`config.mk`:
```
export PLATFORM = sky130hd
export DESIGN_NAME = multicycle_ctrl_fsm
export DESIGN_NICKNAME = d
export VERILOG_FILES = /design/src/rtl/multicycle_ctrl_fsm.sv
export SDC_FILE = /design/constraint.sdc
export NUM_CORES = 1
export LEC_CHECK = 0
export ABC_AREA = 1
export CORE_ASPECT_RATIO = 0.75
export CORE_MARGIN = 2
export CORE_UTILIZATION = 25
export CTS_BUF_LIST = sky130_fd_sc_hd__clkbuf_4 sky130_fd_sc_hd__clkbuf_8 sky130_fd_sc_hd__clkbuf_16
export CTS_CLUSTER_SIZE = 16
export DETAILED_ROUTE_END_ITERATION = 10
export PLACE_DENSITY = 0.53
export SLEW_MARGIN = 20
export SYNTH_ARGS = -nofsm -noshare
export SYNTH_HDL_FRONTEND = slang
export SYNTH_SLANG_ARGS = --single-unit
export TNS_END_PERCENT = 50
```
`constraint.sdc`:
```
create_clock -name clk -period 1.9 [get_ports clk]
set_input_delay 0.285 -clock clk [delete_from_list [all_inputs] [get_ports clk]]
set_output_delay 0.285 -clock clk [all_outputs]
set_load 0.01 [all_outputs]
```
`src/rtl/multicycle_ctrl_fsm.sv`:
```
// Main control FSM for the multicycle MIPS datapath: sequences
// fetch/decode/execute/writeback, drives every datapath select and strobe,
// and traps on illegal opcodes or on a memory access that never completes.
module multicycle_ctrl_fsm #(
  parameter int unsigned MUL_CYCLES = 4,
  parameter int unsigned WAIT_LIMIT = 8,
  parameter bit          ENABLE_MUL = 1'b1
) (
  input  logic       clk,
  input  logic       rst_n,
  input  logic [5:0] opcode,
  input  logic [5:0] funct,
  input  logic       mem_ready,
  output logic       iord,
  output logic       mem_read,
  output logic       mem_write,
  output logic       ir_write,
  output logic       pc_write,
  output logic       pc_write_cond,
  output logic       branch_ne,
  output logic       reg_write,
  output logic       alu_src_a,
  output logic [1:0] alu_src_b,
  output logic       imm_zext,
  output logic [2:0] alu_op,
  output logic [1:0] pc_src,
  output logic [1:0] mem_to_reg,
  output logic [1:0] reg_dst,
  output logic       trap,
  output logic [1:0] trap_cause,
  output logic [4:0] state_o
);

  typedef enum logic [4:0] {
    S_FETCH   = 5'd0,
    S_DECODE  = 5'd1,
    S_EXEC_R  = 5'd2,
    S_R_WB    = 5'd3,
    S_ADDI_EX = 5'd4,
    S_SLTI_EX = 5'd5,
    S_ANDI_EX = 5'd6,
    S_ORI_EX  = 5'd7,
    S_I_WB    = 5'd8,
    S_BRANCH  = 5'd9,
    S_JUMP    = 5'd10,
    S_JAL     = 5'd11,
    S_JR      = 5'd12,
    S_MEM_ADR = 5'd13,
    S_MEM_RD  = 5'd14,
    S_MEM_WB  = 5'd15,
    S_MEM_WR  = 5'd16,
    S_MUL_EX  = 5'd17,
    S_TRAP    = 5'd18
  } state_t;

  localparam logic [7:0] WAIT_LAST = 8'(WAIT_LIMIT - 1);
  localparam logic [3:0] MUL_LAST  = 4'(MUL_CYCLES - 1);

  state_t     r_state;
  state_t     w_next;
  logic [7:0] r_wait_cnt;
  logic [3:0] r_mul_cnt;
  logic [1:0] r_trap_cause;
  logic       w_mem_state;
  logic       w_timeout;

  assign w_mem_state = (r_state == S_FETCH) || (r_state == S_MEM_RD) ||
                       (r_state == S_MEM_WR);
  // The limit cycle itself still completes if mem_ready arrives in it.
  assign w_timeout   = w_mem_state && !mem_ready && (r_wait_cnt == WAIT_LAST);

  assign state_o    = r_state;
  assign trap       = (r_state == S_TRAP);
  assign trap_cause = r_trap_cause;

  // State register
  always_ff @(posedge clk or negedge rst_n) begin
    if (!rst_n) r_state <= S_FETCH;
    else        r_state <= w_next;
  end

  // Wait/multiply counters and latched trap cause
  always_ff @(posedge clk or negedge rst_n) begin
    if (!rst_n) begin
      r_wait_cnt   <= '0;
      r_mul_cnt    <= '0;
      r_trap_cause <= '0;
    end else begin
      if (w_next != r_state)
        r_wait_cnt <= '0;
      else if (w_mem_state && !mem_ready)
        r_wait_cnt <= r_wait_cnt + 8'd1;

      if (w_next == S_MUL_EX && r_state != S_MUL_EX)
        r_mul_cnt <= MUL_LAST;
      else if (r_state == S_MUL_EX && r_mul_cnt != 4'd0)
        r_mul_cnt <= r_mul_cnt - 4'd1;

      if (w_next == S_TRAP && r_state != S_TRAP)
        r_trap_cause <= (r_state == S_DECODE) ? 2'b01 : 2'b10;
    end
  end

  // Next-state decode
  always_comb begin
    w_next = r_state;
    case (r_state)
      S_FETCH: begin
        if (mem_ready)      w_next = S_DECODE;
        else if (w_timeout) w_next = S_TRAP;
      end
      S_DECODE: begin
        case (opcode)
          6'h00:        w_next = (funct == 6'h08) ? S_JR : S_EXEC_R;
          6'h08, 6'h09: w_next = S_ADDI_EX;
          6'h0a:        w_next = S_SLTI_EX;
          6'h0c:        w_next = S_ANDI_EX;
          6'h0d:        w_next = S_ORI_EX;
          6'h04, 6'h05: w_next = S_BRANCH;
          6'h02:        w_next = S_JUMP;
          6'h03:        w_next = S_JAL;
          6'h23, 6'h2b: w_next = S_MEM_ADR;
          6'h1c:        w_next = (ENABLE_MUL && funct == 6'h02) ? S_MUL_EX : S_TRAP;
          default:      w_next = S_TRAP;
        endcase
      end
      S_EXEC_R:  w_next = S_R_WB;
      S_R_WB:    w_next = S_FETCH;
      S_ADDI_EX, S_SLTI_EX, S_ANDI_EX, S_ORI_EX: w_next = S_I_WB;
      S_I_WB:    w_next = S_FETCH;
      S_BRANCH, S_JUMP, S_JAL, S_JR: w_next = S_FETCH;
      S_MEM_ADR: w_next = (opcode == 6'h2b) ? S_MEM_WR : S_MEM_RD;
      S_MEM_RD: begin
        if (mem_ready)      w_next = S_MEM_WB;
        else if (w_timeout) w_next = S_TRAP;
      end
      S_MEM_WB:  w_next = S_FETCH;
      S_MEM_WR: begin
        if (mem_ready)      w_next = S_FETCH;
        else if (w_timeout) w_next = S_TRAP;
      end
      S_MUL_EX:  if (r_mul_cnt == 4'd0) w_next = S_R_WB;
      S_TRAP:    w_next = S_TRAP;
      default:   w_next = S_FETCH;
    endcase
  end

  // Datapath control decode; anything not set for a state stays 0
  always_comb begin
    iord          = 1'b0;
    mem_read      = 1'b0;
    mem_write     = 1'b0;
    ir_write      = 1'b0;
    pc_write      = 1'b0;
    pc_write_cond = 1'b0;
    branch_ne     = 1'b0;
    reg_write     = 1'b0;
    alu_src_a     = 1'b0;
    alu_src_b     = '0;
    imm_zext      = 1'b0;
    alu_op        = '0;
    pc_src        = '0;
    mem_to_reg    = '0;
    reg_dst       = '0;
    case (r_state)
      S_FETCH: begin
        mem_read  = 1'b1;
        alu_src_b = 2'b01;
        ir_write  = mem_ready;
        pc_write  = mem_ready;
      end
      S_DECODE:  alu_src_b = 2'b11;
      S_EXEC_R: begin
        alu_src_a = 1'b1;
        alu_op    = 3'b010;
      end
      S_R_WB: begin
        reg_write = 1'b1;
        reg_dst   = 2'b01;
      end
      S_ADDI_EX: begin
        alu_src_a = 1'b1;
        alu_src_b = 2'b10;
      end
      S_SLTI_EX: begin
        alu_src_a = 1'b1;
        alu_src_b = 2'b10;
        alu_op    = 3'b100;
      end
      S_ANDI_EX: begin
        alu_src_a = 1'b1;
        alu_src_b = 2'b10;
        alu_op    = 3'b110;
        imm_zext  = 1'b1;
      end
      S_ORI_EX: begin
        alu_src_a = 1'b1;
        alu_src_b = 2'b10;
        alu_op    = 3'b011;
        imm_zext  = 1'b1;
      end
      S_I_WB:    reg_write = 1'b1;
      S_BRANCH: begin
        alu_src_a     = 1'b1;
        alu_op        = 3'b001;
        pc_src        = 2'b01;
        pc_write_cond = 1'b1;
        branch_ne     = (opcode == 6'h05);
      end
      S_JUMP: begin
        pc_write = 1'b1;
        pc_src   = 2'b10;
      end
      S_JAL: begin
        pc_write   = 1'b1;
        pc_src     = 2'b10;
        reg_write  = 1'b1;
        reg_dst    = 2'b10;
        mem_to_reg = 2'b10;
      end
      S_JR: begin
        pc_write = 1'b1;
        pc_src   = 2'b11;
      end
      S_MEM_ADR: begin
        alu_src_a = 1'b1;
        alu_src_b = 2'b10;
      end
      S_MEM_RD: begin
        iord     = 1'b1;
        mem_read = 1'b1;
      end
      S_MEM_WB: begin
        reg_write  = 1'b1;
        mem_to_reg = 2'b01;
      end
      S_MEM_WR: begin
        iord      = 1'b1;
        mem_write = 1'b1;
      end
      S_MUL_EX: begin
        alu_src_a = 1'b1;
        alu_op    = 3'b101;
      end
      default: ;
    endcase
  end

endmodule

```
==> results by group <==
Status
  • Status: finished with violations
  • Violated checks: negative setup slack

Synth
  • #FFs+latches synth: 19
  • Area share of fa/ha/maj cells after synthesis: 2.16%
  • Seq/Total Area, Yosys: 27.4%
  • Cell accounting for the most synthesized area: dfrtp_1
  • YS warnings: 0
  • Top-area cell type share of the netlist area: 27.4%
  • Synth area leaders: dfrtp_1 27%, nor2_1 12%, nand2_1 11%, inv_1 7.6%, nand3_1 7.5%
  • XOR/XNOR Fraction of Synth Area: 4.55%
  • Cell with the most instances after synthesis: nor2_1
  • Post-synth top cells: 54 x nor2_1, 53 x nand2_1, 35 x inv_1
  • Post-Syn Area: 1730 um^2
  • Synthesized net count: 283
  • Synth Instances: 265
  • Synth Area per Inst: 6.54 um^2
  • Largest family of logic cells by synthesized area: simple AND/OR/NAND/NOR gates
  • Distinct cells, synth: 34
  • Number of synthesized flops with an enable pin: 0
  • Mux contribution to synthesized area: 0.577%
  • Compound-Gate Fraction of Synth Area: 8.08%
  • Fraction of the mapped netlist area in simple logic gates: 47.1%
  • Post-synth ARST share: 100%
  • Post-synth top flop: dfrtp_1

Setup path
  • CP Capture Type: flip-flop
  • Critical path fanouts, max: 8
  • Data required time of the critical path: 2.10 ns
  • Reg2Reg Launch Point: state_o[1]
  • FF-to-FF path depth: 14
  • Startpoint Class: flip-flop
  • R2r endpoint: r_wait_cnt[0]
  • Crit path kind: reg -> reg
  • R2R Setup Slk: -0.03 ns
  • CP Data Arrival Time: 2.13 ns

Floorplanning
  • Core area: 6770 um^2
  • # IOs: 44
  • FP Rows: 26
  • Initial Util: 25.6%
  • Die height: 76.1 um
  • DIE WIDTH: 100 um
  • Die Footprint: 7630 um^2

Timing
  • RSZ-0062 raised after global routing: true
  • Final setup viols: 7
  • Final Max Slew Viols: 0
  • Setup ws final: -0.0289 ns
  • Final hold violations: 0
  • Tcrit/Tclk final: 102%
  • Worst slew pin tran: 0.273 ns
  • Min Clock Period, post-route: 1.93 ns
  • Relative slew slack: 81.7%
  • Clk_skew: 0.000755 ns
  • Max Freq: 0.518 GHz

Detailed routing
  • Via Count: 2074
  • # DRC: 0
  • Drt via density: 4.48
  • Antenna viol nets, final: 0
  • Initial drt markers: 73
  • Routed length per instance: 12.0 um
  • Initial DRT Pass Iterations: 4
  • Total routed wirelength: 5560 um

Hold path
  • Hold WC Path Type: in -> async

Final layout
  • Share of layout cells above drive strength 1: 44.3%
  • N_diodes: 0
  • Finished Cell Area: 2970 um^2
  • Finished Layout Cells: 463
  • Fill cell count: 681
  • Synth-to-Final Area Change: 71.0%
  • Nets: 398

Clocking
  • H-tree levels: 1
  • TritonCTS buffer count: 3
  • Clock Sinks: 19
  • CTS max path bufs: 2
  • CTS clk-pin slew, worst paths: 0.08 ns
  • Root buffer cell: clkbuf_8
  • CTS tree: done
  • Clk_lat worst skew: 0.26 ns

Pwr
  • Clock power frac: 8.5%
  • Sequential share of power: 17.0%
  • Net switching power: 1.64 mW
  • Sw Share: 47.0%
  • Peak supply drop: 0.446 mV
  • Internal power: 1.85 mW
  • Pwr/cell area: 1180 nW/um^2
  • Pleak: 1.56 nW
  • Pwr Total: 3.49 mW
  • Combinational share of power: 74.6%

Placed design
  • Final GP Congestion: 0.915
  • Placed cell areas: 2610 um^2
  • HPWL after DPL: 4070 um
  • IO buf count: 43
  • DP Cell Count: 438

Global route
  • Congestion Overflow GR: 0
  • Largest net degree at the start of global routing: 20
  • Number of global-route vias before repair: 1903
  • Initial antenna violation count: 0
  • Gr usage total: 14.2%
  • First-pass GRT wire length: 8850 um

Job
  • Max-cap violations: 0
==> how the worst max path moves through the flow <==
| stage | slack, ns | end | startpoint | cells past startpoint |
|---|---|---|---|---|
| 3_3_place_gp | -0.33 | r_wait_cnt[6] | opcode[5] | 14 |
| 3_5_place_dp | -0.35 | r_wait_cnt[3] | opcode[5] | 14 |
| 4_1_cts | -0.05 | r_wait_cnt[5] | opcode[2] | 14 |
| 5_1_grt | -0.16 | r_wait_cnt[0] | state_o[1] | 13 |
| 2_1_floorplan | 0.18 | r_wait_cnt[1] | state_o[1] | 14 |
| 6_report | -0.03 | r_wait_cnt[0] | state_o[1] | 14 |
==> what timing repair did <==
action,in CTS,in global routing
setup buffers,8,13
hold buffers,0,0
endpoints found under the hold margin,0,0
endpoints found under the setup margin,34,30
pin swaps,2,19
resized for setup,54,78
==> cells in the final DEF, fill, tap and decap left out, types with 7 or more instances in the layout <==
master / count
buf_4: 68
clkbuf_2: 11
clkdlybuf4s50_1: 15
dfrtp_1: 14
inv_1: 28
inv_2: 9
nand2_1: 44
nand2_2: 11
nand3_1: 23
nand4_1: 7
nor2_1: 37
nor2_2: 15
nor2_4: 10
xor2_1: 9
==> per-layer routing <==
metal	vias up	routed length (um)	GRT usage, %
met5	-	0	0
met4	0	74	3.29
met3	6	224	2.39
met2	43	2560	21.3
met1	953	2700	21.1
li1	1072	-	-
==> critical path: stages, from the launching register on <==
cell and delay (ns):
dfrtp_2 0.48, buf_6 0.15, inv_4 0.05, nor2_4 0.04, nand2_4 0.10, nand2_4 0.08, nand3_4 0.09, nand2_2 0.06
a21oi_2 0.17, nand2_2 0.10, nand2_2 0.07, nand2_2 0.06, nor2_4 0.12, nand3_4 0.15, nor2_2 0.13
==> area by class of cell <==
class                      instances  area (um^2)  share of cell area [%]
multi-input combinational        205         1280                    43.2
timing repair buffer             113          906                    30.5
sequential                        19          482                    16.2
inverter                          38          145                    4.89
tap                               84          105                    3.54
clock buffer                       3         41.3                    1.39
clock inverter                     1         5.00                   0.169
==> state kept, by name (all words and copies together) (netlist names) <==
signal and count:
r_wait_cnt 8, state_o 5, r_mul_cnt 4, trap_cause 2
==> power by group through the flow <==
stage | Sequential (mW) | Clock, mW | Combinational [mW]
CTS | 0.578 | 0.298 | 2.20
global route | 0.604 | 0.320 | 2.83
finish | 0.592 | 0.295 | 2.60
floorplan | 0.570 | 0 | 1.10
detailed placement | 0.588 | 0 | 2.09
global placement | 0.588 | 0 | 2.10
==> metrics by stage <==
| stage | hold WS, ns | TNS, ns | setup WS, ns | util, % |
|---|---|---|---|---|
| after floorplan | -0.0106 | 0 | 0.178 | - |
| final | 0.357 | -0.146 | -0.0289 | 43.8 |
| after CTS | 0.368 | -0.320 | -0.0477 | 40.5 |
| after detailed placement | 0.475 | -5.29 | -0.353 | 38.5 |
| after global placement | 0.465 | -5.41 | -0.334 | 38.5 |
| after global routing | 0.373 | -1.75 | -0.158 | 43.8 |
==> cells by family (layout without fill, tap and decap cells) <==
logic type,Yosys count,after routing
AO/OA/AOI/OAI,22,22
XOR/XNOR,9,9
adder cells (fa/ha/maj),3,3
buffers and inverters,41,155
flip-flops,19,19
multiplexers,1,1
AND/OR/NAND/NOR,170,170
Note: power is estimated with default switching activity, not from simulation.
